### config.mk
export PLATFORM = sky130hd
export DESIGN_NAME = cam_capture_ctrl
export DESIGN_NICKNAME = d
export VERILOG_FILES = /design/src/rtl/cam_pkg.sv /design/src/rtl/cam_byte_pair.sv /design/src/rtl/cam_capture_ctrl.sv
export SDC_FILE = /design/constraint.sdc
export NUM_CORES = 1
export LEC_CHECK = 0
export ABC_AREA = 1
export CORE_MARGIN = 3
export CORE_UTILIZATION = 25
export CTS_CLUSTER_DIAMETER = 40
export CTS_CLUSTER_SIZE = 40
export DETAILED_ROUTE_END_ITERATION = 6
export GPL_ROUTABILITY_DRIVEN = 0
export PLACE_DENSITY = 0.49
export SLEW_MARGIN = 20
export SYNTH_ARGS = -nofsm -noshare
export SYNTH_HDL_FRONTEND = slang
export SYNTH_SLANG_ARGS = --single-unit
### constraint.sdc
create_clock -name cam_clk -period 2.96 [get_ports cam_clk]
set_clock_uncertainty 0.1 [all_clocks]
set_input_delay 0.74 -clock cam_clk [delete_from_list [all_inputs] [get_ports cam_clk]]
set_output_delay 0.74 -clock cam_clk [all_outputs]
set_load 0.02 [all_outputs]
### src/rtl/cam_pkg.sv
// Purpose: shared types and constants for the camera capture sequencer.
// Contents: FSM state enum, RGB444 pixel width, default VGA/QVGA geometry,
//           and the byte-pair to {B,G,R} nibble repack helper.
package cam_pkg;

    typedef enum logic [2:0] {
        IDLE    = 3'd0,
        WAIT_VS = 3'd1,
        SYNC    = 3'd2,
        CAPTURE = 3'd3,
        DONE    = 3'd4
    } cam_state_e;

    localparam int RGB444_W   = 12;
    localparam int LINE_CNT_W = 10;

    localparam int VGA_H_ACTIVE  = 640;
    localparam int VGA_V_ACTIVE  = 480;
    localparam int QVGA_H_ACTIVE = 320;
    localparam int QVGA_V_ACTIVE = 240;

    // First byte carries R in its low nibble, second byte carries {G,B}.
    function automatic logic [RGB444_W-1:0] rgb444_pack(input logic [3:0] red,
                                                        input logic [7:0] byte1);
        return {byte1[3:0], byte1[7:4], red};
    endfunction

endpackage

### src/rtl/cam_byte_pair.sv
// Purpose: pairs DVP bytes into RGB444 pixels while href is high.
// Ports:   href_i/data_i raw camera line; pix_valid_o/pix_data_o combinational
//          pixel strobe on the second byte; phase_o = a first byte is held.
module cam_byte_pair
    import cam_pkg::*;
(
    input  logic                cam_clk,
    input  logic                rstn,
    input  logic                href_i,
    input  logic [7:0]          data_i,
    output logic                pix_valid_o,
    output logic [RGB444_W-1:0] pix_data_o,
    output logic                phase_o
);

    logic       phase_q, phase_d;
    logic [3:0] red_q, red_d;

    always_comb begin
        phase_d = phase_q;
        red_d   = red_q;
        if (!href_i) begin
            // Phase restarts on every line so a trailing odd byte never
            // leaks into the next line.
            phase_d = 1'b0;
        end else begin
            phase_d = ~phase_q;
            if (!phase_q) begin
                red_d = data_i[3:0];
            end
        end
    end

    always_ff @(posedge cam_clk or negedge rstn) begin
        if (!rstn) begin
            phase_q <= 1'b0;
            red_q   <= 4'h0;
        end else begin
            phase_q <= phase_d;
            red_q   <= red_d;
        end
    end

    assign pix_valid_o = href_i & phase_q;
    assign pix_data_o  = rgb444_pack(red_q, data_i);
    assign phase_o     = phase_q;

endmodule

### src/rtl/cam_capture_ctrl.sv
// Purpose: frame-capture sequencer from camera DVP pins to a frame-buffer write port.
// Ports:   arm_i/abort_i/continuous_i control; cam_vsync_i/cam_href_i/cam_data_i camera;
//          wr_en_o/wr_addr_o/wr_data_o buffer write; busy_o/frame_done_o/frame_err_o/line_count_o status.
module cam_capture_ctrl
    import cam_pkg::*;
#(
    parameter int H_ACTIVE = VGA_H_ACTIVE,
    parameter int V_ACTIVE = VGA_V_ACTIVE,
    parameter int ADDR_W   = 19
) (
    input  logic                  cam_clk,
    input  logic                  rstn,
    input  logic                  arm_i,
    input  logic                  abort_i,
    input  logic                  continuous_i,
    input  logic                  cam_vsync_i,
    input  logic                  cam_href_i,
    input  logic [7:0]            cam_data_i,
    output logic                  wr_en_o,
    output logic [ADDR_W-1:0]     wr_addr_o,
    output logic [RGB444_W-1:0]   wr_data_o,
    output logic                  busy_o,
    output logic                  frame_done_o,
    output logic                  frame_err_o,
    output logic [LINE_CNT_W-1:0] line_count_o
);

    // One spare bit so an over-long line is still distinguishable from H_ACTIVE.
    localparam int                    PIX_W     = $clog2(H_ACTIVE + 1) + 1;
    localparam logic [PIX_W-1:0]      H_LIM     = PIX_W'(H_ACTIVE);
    localparam logic [LINE_CNT_W-1:0] V_LIM     = LINE_CNT_W'(V_ACTIVE);
    localparam logic [ADDR_W:0]       FRAME_PIX = (ADDR_W + 1)'(H_ACTIVE * V_ACTIVE);

    cam_state_e state_q, state_d;

    logic                  vsync_q, href_q;
    logic                  vs_rise, vs_fall, line_end;
    logic                  capturing, arm_ok, sync_entry;

    logic                  pix_valid, pix_phase;
    logic [RGB444_W-1:0]   pix_data;

    logic [PIX_W-1:0]      pix_cnt_q, pix_cnt_d, pix_cnt_eff;
    logic                  pix_inc;
    logic [LINE_CNT_W-1:0] line_cnt_q, line_cnt_d;
    logic                  line_inc;
    logic [ADDR_W-1:0]     wr_addr_q, wr_addr_d;
    logic                  wr_en_q, wr_en_d;
    logic [RGB444_W-1:0]   wr_data_q, wr_data_d;
    logic                  frame_err_q, frame_err_d;
    logic                  line_err, geom_err;

    assign vs_rise  = cam_vsync_i & ~vsync_q;
    assign vs_fall  = ~cam_vsync_i & vsync_q;
    // A vsync rise in mid-line closes that line just like an href fall.
    assign line_end = href_q & (~cam_href_i | vs_rise);

    cam_byte_pair u_pair (
        .cam_clk     (cam_clk),
        .rstn        (rstn),
        .href_i      (cam_href_i),
        .data_i      (cam_data_i),
        .pix_valid_o (pix_valid),
        .pix_data_o  (pix_data),
        .phase_o     (pix_phase)
    );

    // ---------------- FSM ----------------
    always_comb begin
        state_d      = state_q;
        busy_o       = (state_q != IDLE);
        frame_done_o = (state_q == DONE);
        unique case (state_q)
            IDLE:    if (arm_i)   state_d = WAIT_VS;
            // Wait for a fresh frame start so a partial frame is never captured.
            WAIT_VS: if (vs_rise) state_d = SYNC;
            SYNC:    if (vs_fall) state_d = CAPTURE;
            CAPTURE: if (vs_rise) state_d = DONE;
            DONE:    state_d = continuous_i ? SYNC : IDLE;
            default: state_d = IDLE;
        endcase
        if (abort_i) begin
            state_d = IDLE;
        end
    end

    assign capturing  = (state_q == CAPTURE);
    assign arm_ok     = (state_q == IDLE) & arm_i & ~abort_i;
    assign sync_entry = (state_d == SYNC) & (state_q != SYNC);

    // ---------------- counters, write path, errors ----------------
    always_comb begin
        pix_inc     = pix_valid & capturing & (pix_cnt_q != '1);
        pix_cnt_eff = pix_cnt_q + PIX_W'(pix_inc);
        pix_cnt_d   = pix_cnt_q;
        if (line_end || sync_entry) begin
            pix_cnt_d = '0;
        end else if (pix_inc) begin
            pix_cnt_d = pix_cnt_eff;
        end

        line_inc   = line_end & capturing & (line_cnt_q != '1);
        line_cnt_d = line_cnt_q;
        if (sync_entry) begin
            line_cnt_d = '0;
        end else if (line_inc) begin
            line_cnt_d = line_cnt_q + LINE_CNT_W'(1);
        end

        // Excess pixels/lines and anything past the frame end are dropped;
        // abort suppresses the pixel completing in the same cycle.
        wr_en_d   = pix_valid & capturing & ~abort_i
                  & (pix_cnt_q < H_LIM) & (line_cnt_q < V_LIM)
                  & ({1'b0, wr_addr_q} < FRAME_PIX);
        wr_data_d = pix_valid ? pix_data : wr_data_q;

        wr_addr_d = wr_addr_q;
        if (sync_entry) begin
            wr_addr_d = '0;
        end else if (wr_en_q) begin
            wr_addr_d = wr_addr_q + ADDR_W'(1);
        end

        // Odd byte count shows as a held first byte when href drops.
        line_err = line_end & capturing
                 & ((pix_cnt_eff != H_LIM) | (pix_phase & ~cam_href_i));
        geom_err = (state_q == DONE) & (line_cnt_q != V_LIM);

        frame_err_d = frame_err_q;
        if (arm_ok) begin
            frame_err_d = 1'b0;
        end else if (line_err || geom_err) begin
            frame_err_d = 1'b1;
        end
    end

    always_ff @(posedge cam_clk or negedge rstn) begin
        if (!rstn) begin
            state_q     <= IDLE;
            vsync_q     <= 1'b0;
            href_q      <= 1'b0;
            pix_cnt_q   <= '0;
            line_cnt_q  <= '0;
            wr_addr_q   <= '0;
            wr_en_q     <= 1'b0;
            wr_data_q   <= '0;
            frame_err_q <= 1'b0;
        end else begin
            state_q     <= state_d;
            vsync_q     <= cam_vsync_i;
            href_q      <= cam_href_i;
            pix_cnt_q   <= pix_cnt_d;
            line_cnt_q  <= line_cnt_d;
            wr_addr_q   <= wr_addr_d;
            wr_en_q     <= wr_en_d;
            wr_data_q   <= wr_data_d;
            frame_err_q <= frame_err_d;
        end
    end

    assign wr_en_o      = wr_en_q;
    assign wr_addr_o    = wr_addr_q;
    assign wr_data_o    = wr_data_q;
    assign frame_err_o  = frame_err_q;
    assign line_count_o = line_cnt_q;

endmodule

==> summary.txt, run 1 <==
POWER AND IR DROP
--------------------------------------------------------------------------------
Standby leakage power .............................................      2.19 nW
Clock share of power ..............................................        40.0%
Int Pwr ...........................................................      2.12 mW
Part of the power in combinational logic ..........................        22.2%
VDD IR max ........................................................   0.000215 V
Total power divided by cell area ..................................  639 mW/mm^2
Sequential fraction of design power ...............................        37.9%
Power, Total ......................................................      2.99 mW
Net switching fraction of the power ...............................        28.9%
Reported net switching power ......................................     0.864 mW

GLOBAL ROUTING
--------------------------------------------------------------------------------
Total grt overflow ................................................            0
Maximum number of pins on one net before global-route repair ......           42
Initial antenna violation count ...................................            0
GR Util All Layers ................................................        12.1%
Wire length of the first global-routing pass ......................     14500 um
Vias in the first global route ....................................         3014

SYNTHESIS
--------------------------------------------------------------------------------
Synth Instances ...................................................          444
Yosys warnings ....................................................            0
Cell area after synthesis ......................................... 0.00349 sq mm
Share of synthesized area occupied by flip-flops and latches ......        45.9%
Synthesized flop and latch total ..................................           64
Syn Nets ..........................................................          464
Yosys cell types ..................................................           34
Average footprint of a synthesized cell ...........................   7.87 sq um

STA
--------------------------------------------------------------------------------
Hold WS ...........................................................       297 ps
Worst Tran Pin Value ..............................................       579 ps
Clock period minus final worst setup slack ........................      2630 ps
FMAX ..............................................................      380 MHz
Count of pins over their slew limit ...............................            0
Max-slew headroom at the worst pin ................................        61.4%
Endpoints failing setup ...........................................            0
Setup repair after global routing missed its margin ...............           no
Tcrit/Tclk final ..................................................        88.8%
Final Hold Violating Endpoints ....................................            0
Setup ws final ....................................................       331 ps

DRT
--------------------------------------------------------------------------------
WL met3 ...........................................................       376 um
Top layer reached by signal wires .................................         met4
Average wire per standard cell ....................................      12.3 um
Total DRC errors in the routed layout .............................            0
Average via count per standard cell ...............................         4.42
Antenna Violating Nets Remaining ..................................            0
Detailed Routing Iterations Pass 1 ................................            4
Detailed-route wire length ........................................      8600 um
Total via count in the routed design ..............................         3084
Routed wl met2 ....................................................      3920 um
Initial drt markers ...............................................          144
Met1 routed wirelength after detailed routing .....................      4130 um

LAYOUT
--------------------------------------------------------------------------------
Number of cells in the finished layout apart from fillers .........          698
Total area of sequential cells .................................... 0.00160 sq mm
Syn-to-layout area delta ..........................................        33.9%
# nets final ......................................................          537
Final Util ........................................................        34.7%
Multi-input gate area in the final layout ......................... 0.00157 sq mm
Leading cell type in the layout, fill and taps excluded ...........      nand2_1
Most frequent cells in the layout ................................. nand2_1, inv_1, dfrtp_1, nor2_1, clkdlybuf4s50_1
Number of filler cells placed in the layout .......................         1474
Diodes inserted ...................................................            0
Fraction of final layout cells with drive strength greater than 1 .        11.7%

CLOCK TREE
--------------------------------------------------------------------------------
Clock transition at the registers of the reported paths ...........        60 ps
Post_cts resized ..................................................            0
Inserted Clock Buffers ............................................            9
Post-cts hold buffer count ........................................            0
Clock root buffer .................................................    clkbuf_16
Clock sink count ..................................................           64
Clk_lat worst skew ................................................       340 ps
CTS tree ..........................................................        built
Post-CTS Setup Inserts ............................................            0
Level count of the clock H-tree ...................................            3
Number of buffers on the longest clock path .......................            2

CRITICAL PATH
--------------------------------------------------------------------------------
Depth of the most critical reg-to-reg path ........................           16
Kind of critical path .............................................    in -> reg
Required time at the worst-slack endpoint .........................      3070 ps
Slowest cell on the critical path ................................. clkdlybuf4s50_1
Arrival @ worst endpoint ..........................................      2740 ps
Critical path startpoint category .................................   input port
Cell-by-cell listing of the critical path ......................... clkdlybuf4s50_1 -> nand2_1 -> nor2_1 -> nand2_1 -> inv_1 -> ha_1 -> ha_1 -> inv_1 -> nor2_1 -> nand2_1 -> nand2_1 -> nand2_1 -> inv_1 -> nand3_1 -> o21ai_1 -> a21oi_1
Critical path capture point type ..................................         flop
Critical Path Max Stage Delay .....................................       480 ps
CP Max Fanout .....................................................            4
Most repeated library cell on the critical path ...................      nand2_1

DIE
--------------------------------------------------------------------------------
Area of the core .................................................. 0.0135 sq mm
Boundary Pins .....................................................           60
Starting density of the core ......................................        26.0%
Total die area .................................................... 0.0154 sq mm
Die X-Extent ......................................................       124 um
Vert. Die Dim .....................................................       124 um
FP Rows ...........................................................           42

PLACED DESIGN
--------------------------------------------------------------------------------
Setup slack at placement ..........................................     -18.1 ps
HPWL after DPL ....................................................      6320 um
Number of buffers inserted by port buffering ......................           59
Count of placed standard cells including taps .....................          682

STATUS
--------------------------------------------------------------------------------
Run status ........................................................ finished clean

MIN PATH
--------------------------------------------------------------------------------
Hold Crit Class ...................................................  in -> async

RUN
--------------------------------------------------------------------------------
Max-cap violations ................................................            0

[through the flow]
stage	instance area, sq um	TNS (ps)
floorplan	3490	0
detailed placement	4340	-18.1
global route	4670	0
global placement	4340	0
finish	4670	0
CTS	4670	0
[registers in the layout, summed over array words and instances, names as in the netlist, 3 cells and up]
register,cells
wr_addr_o,19
wr_data_o,12
pix_cnt_q,11
line_count_o,10
u_pair.red_q,4
state_q,3
[critical path, delay by kind of cell]
| family | cells | cell delay, ps |
|---|---|---|
| and+or+nand+nor | 8 | 790 |
| adders and majority gates | 2 | 350 |
| AOI/OAI and AO/OA | 2 | 200 |
| buffers and inverters | 4 | 660 |
[cells by family after synthesis]
family          share of synthesized area, %
compound gates                          6.56
xor+xnor                                2.76
fa+ha+maj                               1.79
buf+inv                                 9.14
flops                                   45.9
mux                                     2.58
simple gates                            31.3
[power by group through the flow]
stage | clock network (mW) | registers [mW] | logic [mW]
2_1_floorplan | 0 | 1.26 | 0.216
3_3_place_gp | 0 | 1.15 | 0.668
3_5_place_dp | 0 | 1.15 | 0.672
4_1_cts | 1.23 | 1.14 | 0.675
5_1_grt | 1.26 | 1.16 | 0.725
6_report | 1.19 | 1.13 | 0.663
[Yosys cell counts]
library cell,number,area (sq um)
a211oi_1,1,7.51
a21oi_1,12,60.1
a21oi_2,5,43.8
buf_2,3,15.0
buf_6,3,33.8
clkbuf_1,3,11.3
dfrtp_1,64,1600
ha_1,5,62.6
inv_1,64,240
inv_2,5,18.8
mux2_2,8,90.1
nand2_1,99,372
nand2_2,2,12.5
nand3_1,37,185
nand3_2,2,20.0
nand3b_1,3,22.5
nand4_1,14,87.6
nand4_4,1,21.3
nor2_1,59,221
nor2_2,2,12.5
nor2_4,1,11.3
nor3_1,10,50.1
nor3_2,3,30.0
nor3_4,1,16.3
nor4_1,1,6.26
o2111ai_1,1,8.76
o211ai_1,1,7.51
o21ai_0,16,80.1
o21ai_1,1,5.00
o21ai_2,1,8.76
o21bai_1,1,7.51
or2_1,1,6.26
or2_2,3,18.8
xor2_1,11,96.3
[area by class of cell]
cell class / instances / area share [%]
clock buffer: 14 / 5.86
clock inverter: 2 / 1.28
sequential: 64 / 34.3
timing repair buffer: 71 / 14.7
inverter: 69 / 5.54
tap: 176 / 4.71
multi-input combinational: 302 / 33.6
[layer usage]
metal / GRT usage, % / up-vias
met1: 15.9 / 1448
li1: - / 1578
met5: 0 / -
met2: 18.5 / 45
met3: 3.91 / 13
met4: 4.52 / 0
[path summary, 6_finish.rpt]
check | start | to | slack, ps
min reg2reg | wr_data_o[8] | wr_data_o[8] | 390
max | cam_href_i | frame_err_o | 330
min in group cam_clk | wr_data_o[8] | wr_data_o[8] | 390
min | rstn | wr_addr_o[3] | 300
max in group asynchronous | rstn | wr_data_o[9] | 1830
max reg2reg | pix_cnt_q[5] | frame_err_o | 490
(Power assumes the default switching activity.)
==> inputs of run 2 (changes only) <==
--- a/config.mk
+++ b/config.mk
@@ -13,6 +13,7 @@
 export DETAILED_ROUTE_END_ITERATION = 6
 export GPL_ROUTABILITY_DRIVEN = 0
 export PLACE_DENSITY = 0.49
+export REMOVE_ABC_BUFFERS = 1
 export SLEW_MARGIN = 20
 export SYNTH_ARGS = -nofsm -noshare
 export SYNTH_HDL_FRONTEND = slang
==> constraint.sdc (replaced) <==
create_clock -name cam_clk -period 2.6 [get_ports cam_clk]
set_clock_uncertainty 0.1 [all_clocks]
set_input_delay 0.65 -clock cam_clk [delete_from_list [all_inputs] [get_ports cam_clk]]
set_output_delay 0.65 -clock cam_clk [all_outputs]
set_load 0.02 [all_outputs]
==> summary.txt, run 2 (synthesis gave the netlist of run 1 again) <==
POWER AND IR DROP
--------------------------------------------------------------------------------
Total power divided by cell area ..................................  693 mW/mm^2
VDD IR max ........................................................   0.000309 V
Power, Total ......................................................      3.28 mW
Standby leakage power .............................................      2.20 nW

DIE
--------------------------------------------------------------------------------
Die X-Extent ......................................................       124 um
Starting density of the core ......................................        26.0%
Vert. Die Dim .....................................................       124 um
Total die area .................................................... 0.0154 sq mm
FP Rows ...........................................................           42
Boundary Pins .....................................................           60
Area of the core .................................................. 0.0135 sq mm

DRT
--------------------------------------------------------------------------------
Detailed Routing Iterations Pass 1 ................................            4
Average via count per standard cell ...............................         4.41
Initial drt markers ...............................................          106
Total via count in the routed design ..............................         3097
Total DRC errors in the routed layout .............................            0
Antenna Violating Nets Remaining ..................................            0
Average wire per standard cell ....................................      12.5 um
Detailed-route wire length ........................................      8810 um

CLOCK TREE
--------------------------------------------------------------------------------
Clock sink count ..................................................           64
Clk_lat worst skew ................................................       330 ps
Inserted Clock Buffers ............................................            9
Level count of the clock H-tree ...................................            3
CTS tree ..........................................................        built
Clock transition at the registers of the reported paths ...........        60 ps
Clock root buffer .................................................    clkbuf_16
Number of buffers on the longest clock path .......................            2

LAYOUT
--------------------------------------------------------------------------------
Fraction of final layout cells with drive strength greater than 1 .        15.0%
Max FFs per register ..............................................           19
Total area of sequential cells .................................... 0.00160 sq mm
Syn-to-layout area delta ..........................................        35.5%
Diodes inserted ...................................................            0
# nets final ......................................................          542
Leading cell type in the layout, fill and taps excluded ...........      nand2_1
Multi-input gate area in the final layout ......................... 0.00162 sq mm
Most frequent cells in the layout ................................. nand2_1, dfrtp_1, inv_1, clkdlybuf4s50_1, nor2_1
Number of filler cells placed in the layout .......................         1461
Final Util ........................................................        35.2%

STA
--------------------------------------------------------------------------------
Endpoints failing setup ...........................................            0
Setup repair after global routing missed its margin ...............           no
Worst Tran Pin Value ..............................................       367 ps
Clock period minus final worst setup slack ........................      2470 ps
Hold WS ...........................................................       236 ps
FMAX ..............................................................      405 MHz
Setup TNS .........................................................         0 ps
Max-slew headroom at the worst pin ................................        75.5%
Tcrit/Tclk final ..................................................        95.1%
Count of pins over their slew limit ...............................            0
Final Hold Violating Endpoints ....................................            0

GLOBAL ROUTING
--------------------------------------------------------------------------------
Total grt overflow ................................................            0
Wire length of the first global-routing pass ......................     14700 um
GR Util All Layers ................................................        12.2%
Vias in the first global route ....................................         2997
Maximum number of pins on one net before global-route repair ......           65
Initial antenna violation count ...................................            0

CRITICAL PATH
--------------------------------------------------------------------------------
Arrival @ worst endpoint ..........................................      1720 ps
Cell-by-cell listing of the critical path ......................... nor3_2 -> clkdlybuf4s50_1
Slowest cell on the critical path ................................. clkdlybuf4s50_1
Critical path capture point type ..................................   output pin
Critical path startpoint category .................................         flop
CP Max Fanout .....................................................            5
Critical Path Max Stage Delay .....................................       660 ps
Required time at the worst-slack endpoint .........................      1850 ps
Kind of critical path .............................................   reg -> out

PLACED DESIGN
--------------------------------------------------------------------------------
Number of buffers inserted by port buffering ......................           59
HPWL after DPL ....................................................      6360 um

MIN PATH
--------------------------------------------------------------------------------
Hold Crit Class ...................................................  in -> async

STATUS
--------------------------------------------------------------------------------
Run status ........................................................ finished clean

RUN
--------------------------------------------------------------------------------
Max-cap violations ................................................            0

[run 2: final cells by class]
| type | count | share of cell area, % |
|---|---|---|
| multi-input cells | 302 | 34.3 |
| inverters | 69 | 5.47 |
| repair buffers | 76 | 15.4 |
| flip-flops and latches | 64 | 33.8 |
| clock inverters | 7 | 1.64 |
| well taps | 176 | 4.65 |
| clock buffers | 9 | 4.76 |
[run 2: critical path, delay by kind of cell, from the launching register on]
family	cells	cell delay (ps)
buffers and inverters	1	660
and+or+nand+nor	1	310
DFF	1	420
[run 2: path summary, 6_finish.rpt]
check	startpoint	end	slack, ps	cells past startpoint
min in group cam_clk	u_pair.red_q[2]	u_pair.red_q[2]	390	2
min reg2reg	u_pair.red_q[2]	u_pair.red_q[2]	390	2
max in group asynchronous	rstn	wr_addr_o[1]	1870	2
max	state_q[1]	frame_done_o	130	2
min	rstn	pix_cnt_q[3]	240	2
max reg2reg	pix_cnt_q[5]	frame_err_o	250	16
[run 2: layer usage]
metal	global-route usage [%]	wire [um]
met5	0	0
met3	2.59	217
met2	19.3	4260
met1	16.3	4200
met4	4.86	134
[run 2: per-stage QoR]
| stage | setup WS, ps | instance area, sq um | instances |
|---|---|---|---|
| 2_1_floorplan | -311 | 3430 | 435 |
| 3_3_place_gp | -309 | 4370 | 686 |
| 3_5_place_dp | -377 | 4370 | 686 |
| 4_1_cts | 23.2 | 4680 | 702 |
| 5_1_grt | 8.86 | 4730 | 703 |
| 6_report | 128 | 4730 | 703 |
[run 2: timing repair]
action / 4_1_cts / 5_1_grt
hold buffers: 0 / 0
pin swaps: 0 / 3
buffers inserted: 0 / 1
gates resized for setup: 1 / 15
endpoints found under the setup margin: 1 / 6
[run 2: power breakdown]
part / internal (mW) / leakage (nW) / switching [mW]
clock network: 0.752 / 0.147 / 0.477
logic: 0.363 / 1.21 / 0.398
registers: 1.14 / 0.844 / 0.155
total: 2.25 / 2.20 / 1.03
==> inputs of run 3 (changes only) <==
--- a/config.mk
+++ b/config.mk
@@ -12,7 +12,7 @@
 export CTS_CLUSTER_SIZE = 40
 export DETAILED_ROUTE_END_ITERATION = 6
 export GPL_ROUTABILITY_DRIVEN = 0
-export PLACE_DENSITY = 0.49
+export PLACE_DENSITY = 0.42
 export REMOVE_ABC_BUFFERS = 1
 export SLEW_MARGIN = 20
 export SYNTH_ARGS = -nofsm -noshare
==> constraint.sdc (replaced) <==
create_clock -name cam_clk -period 2.4 [get_ports cam_clk]
set_clock_uncertainty 0.1 [all_clocks]
set_input_delay 0.6 -clock cam_clk [delete_from_list [all_inputs] [get_ports cam_clk]]
set_output_delay 0.6 -clock cam_clk [all_outputs]
set_load 0.02 [all_outputs]
==> summary.txt, run 3 (synthesis gave the netlist of run 1 again) <==
STATUS
--------------------------------------------------------------------------------
Run status ........................................................ finished clean

LAYOUT
--------------------------------------------------------------------------------
# nets final ......................................................          567
Number of cells in the finished layout apart from fillers .........          728
Number of filler cells placed in the layout .......................         1423
Final Util ........................................................        36.6%
Most frequent cells in the layout ................................. nand2_1, dfrtp_1, inv_1, clkdlybuf4s50_1, nor2_1
Final instance area ............................................... 0.00492 sq mm
Fraction of final layout cells with drive strength greater than 1 .        19.0%
Diodes inserted ...................................................            0
Leading cell type in the layout, fill and taps excluded ...........      nand2_1
Max FFs per register ..............................................           19
Syn-to-layout area delta ..........................................        40.8%

GLOBAL ROUTING
--------------------------------------------------------------------------------
Vias in the first global route ....................................         3077
GR Util All Layers ................................................        12.9%
Wire length of the first global-routing pass ......................     15300 um
Initial antenna violation count ...................................            0
Total grt overflow ................................................            0
Maximum number of pins on one net before global-route repair ......           50

MIN PATH
--------------------------------------------------------------------------------
Hold Crit Class ...................................................  in -> async

CLOCK TREE
--------------------------------------------------------------------------------
Inserted Clock Buffers ............................................            9
Clock root buffer .................................................    clkbuf_16
CTS tree ..........................................................        built
Clk_lat worst skew ................................................       330 ps
Level count of the clock H-tree ...................................            3
Post-cts hold buffer count ........................................            0
Clock sink count ..................................................           64
Number of buffers on the longest clock path .......................            2
Clock transition at the registers of the reported paths ...........        60 ps

STA
--------------------------------------------------------------------------------
FMAX ..............................................................      442 MHz
Worst Tran Pin Value ..............................................       400 ps
Max-slew headroom at the worst pin ................................        73.1%
Hold WS ...........................................................      94.5 ps
Setup ws final ....................................................       140 ps
Setup TNS .........................................................         0 ps
Tcrit/Tclk final ..................................................        94.2%
Endpoints failing setup ...........................................            0
Final Hold Violating Endpoints ....................................            0
Count of pins over their slew limit ...............................            0
Clock period minus final worst setup slack ........................      2260 ps

DRT
--------------------------------------------------------------------------------
Total via count in the routed design ..............................         3172
Detailed-route wire length ........................................      9210 um
Detailed Routing Iterations Pass 1 ................................            5
Total DRC errors in the routed layout .............................            0
Average via count per standard cell ...............................         4.36
Initial drt markers ...............................................          175
Average wire per standard cell ....................................      12.6 um
Antenna Violating Nets Remaining ..................................            0

PLACED DESIGN
--------------------------------------------------------------------------------
Placed cell areas ................................................. 0.00453 sq mm
Setup slack at placement ..........................................      -518 ps
Count of placed standard cells including taps .....................          706
HPWL after DPL ....................................................      6680 um
Number of buffers inserted by port buffering ......................           59

CRITICAL PATH
--------------------------------------------------------------------------------
Kind of critical path .............................................   reg -> out
Arrival @ worst endpoint ..........................................      1560 ps
Cell-by-cell listing of the critical path ......................... inv_1 -> nand3_2 -> clkdlybuf4s50_1
Reg-to-reg endpoint ...............................................  frame_err_o
Worst path buffer plus inverter count .............................            2
Required time at the worst-slack endpoint .........................      1700 ps
Critical path startpoint category .................................         flop
Depth of the most critical reg-to-reg path ........................           14
Critical path capture point type ..................................   output pin
Critical Path Max Stage Delay .....................................       610 ps
Slowest cell on the critical path ................................. clkdlybuf4s50_1
Critical path's top delay family .................................. buffers and inverters
Slack of the worst reg-to-reg path ................................       190 ps
CP Max Fanout .....................................................            5
Origin of the critical flop-to-flop path ..........................   state_q[2]

DIE
--------------------------------------------------------------------------------
Die X-Extent ......................................................       124 um
Total die area .................................................... 0.0154 sq mm
FP Rows ...........................................................           42
Area of the core .................................................. 0.0135 sq mm
Vert. Die Dim .....................................................       124 um
Boundary Pins .....................................................           60
Starting density of the core ......................................        26.0%

POWER AND IR DROP
--------------------------------------------------------------------------------
Power, Total ......................................................      3.45 mW
Total power divided by cell area ..................................  702 mW/mm^2
VDD IR max ........................................................   0.000455 V
Standby leakage power .............................................      2.31 nW

RUN
--------------------------------------------------------------------------------
Max-cap violations ................................................            0

[run 3: cell types whose count changed in the layout (fill, tap and decap cells not counted), moves of 2 or more]
cell           delta
nor2_2            -2
o21ai_1           -2
buf_4            +23
clkinvlp_4        +2
inv_6             -3
dlygate4sd2_1     +2
[run 3: how the worst max path moves through the flow]
| stage | start | to | slack [ps] | cells past startpoint |
|---|---|---|---|---|
| floorplan | cam_href_i | frame_err_o | -460 | 15 |
| global placement | cam_href_i | frame_err_o | -450 | 16 |
| detailed placement | cam_href_i | frame_err_o | -520 | 16 |
| CTS | pix_cnt_q[6] | frame_err_o | 70 | 16 |
| global route | pix_cnt_q[2] | frame_err_o | -8 | 16 |
| finish | state_q[1] | busy_o | 140 | 3 |
[run 3: power breakdown]
part | leakage (nW) | switching (mW) | internal [mW]
Clock | 0.128 | 0.490 | 0.723
Sequential | 0.844 | 0.171 | 1.23
Combinational | 1.34 | 0.437 | 0.399
Total | 2.31 | 1.10 | 2.35
[run 3: per-layer routing]
metal / routed length, um / vias to the layer above / global-route usage, %
li1: - / 1630 / -
met4: 223 / 0 / 6.30
met3: 261 / 16 / 2.09
met1: 4450 / 1464 / 17.8
met2: 4270 / 62 / 19.6
met5: 0 / - / 0
[run 3: timing repair]
action / in CTS / in global routing
pin swaps: 6 / 13
setup buffers: 0 / 6
setup endpoints to repair: 3 / 2
gates resized for setup: 8 / 12
[run 3: cell type report]
class                           instances  area, sq um  share of cell area (%)
Clock inverter                          5         32.5                   0.661
Sequential cell                        64         1600                    32.6
Inverter                               69          259                    5.27
Tap cell                              176          220                    4.48
Multi-Input combinational cell        302         1640                    33.2
Timing Repair Buffer                  101          927                    18.9
Clock buffer                           11          243                    4.94
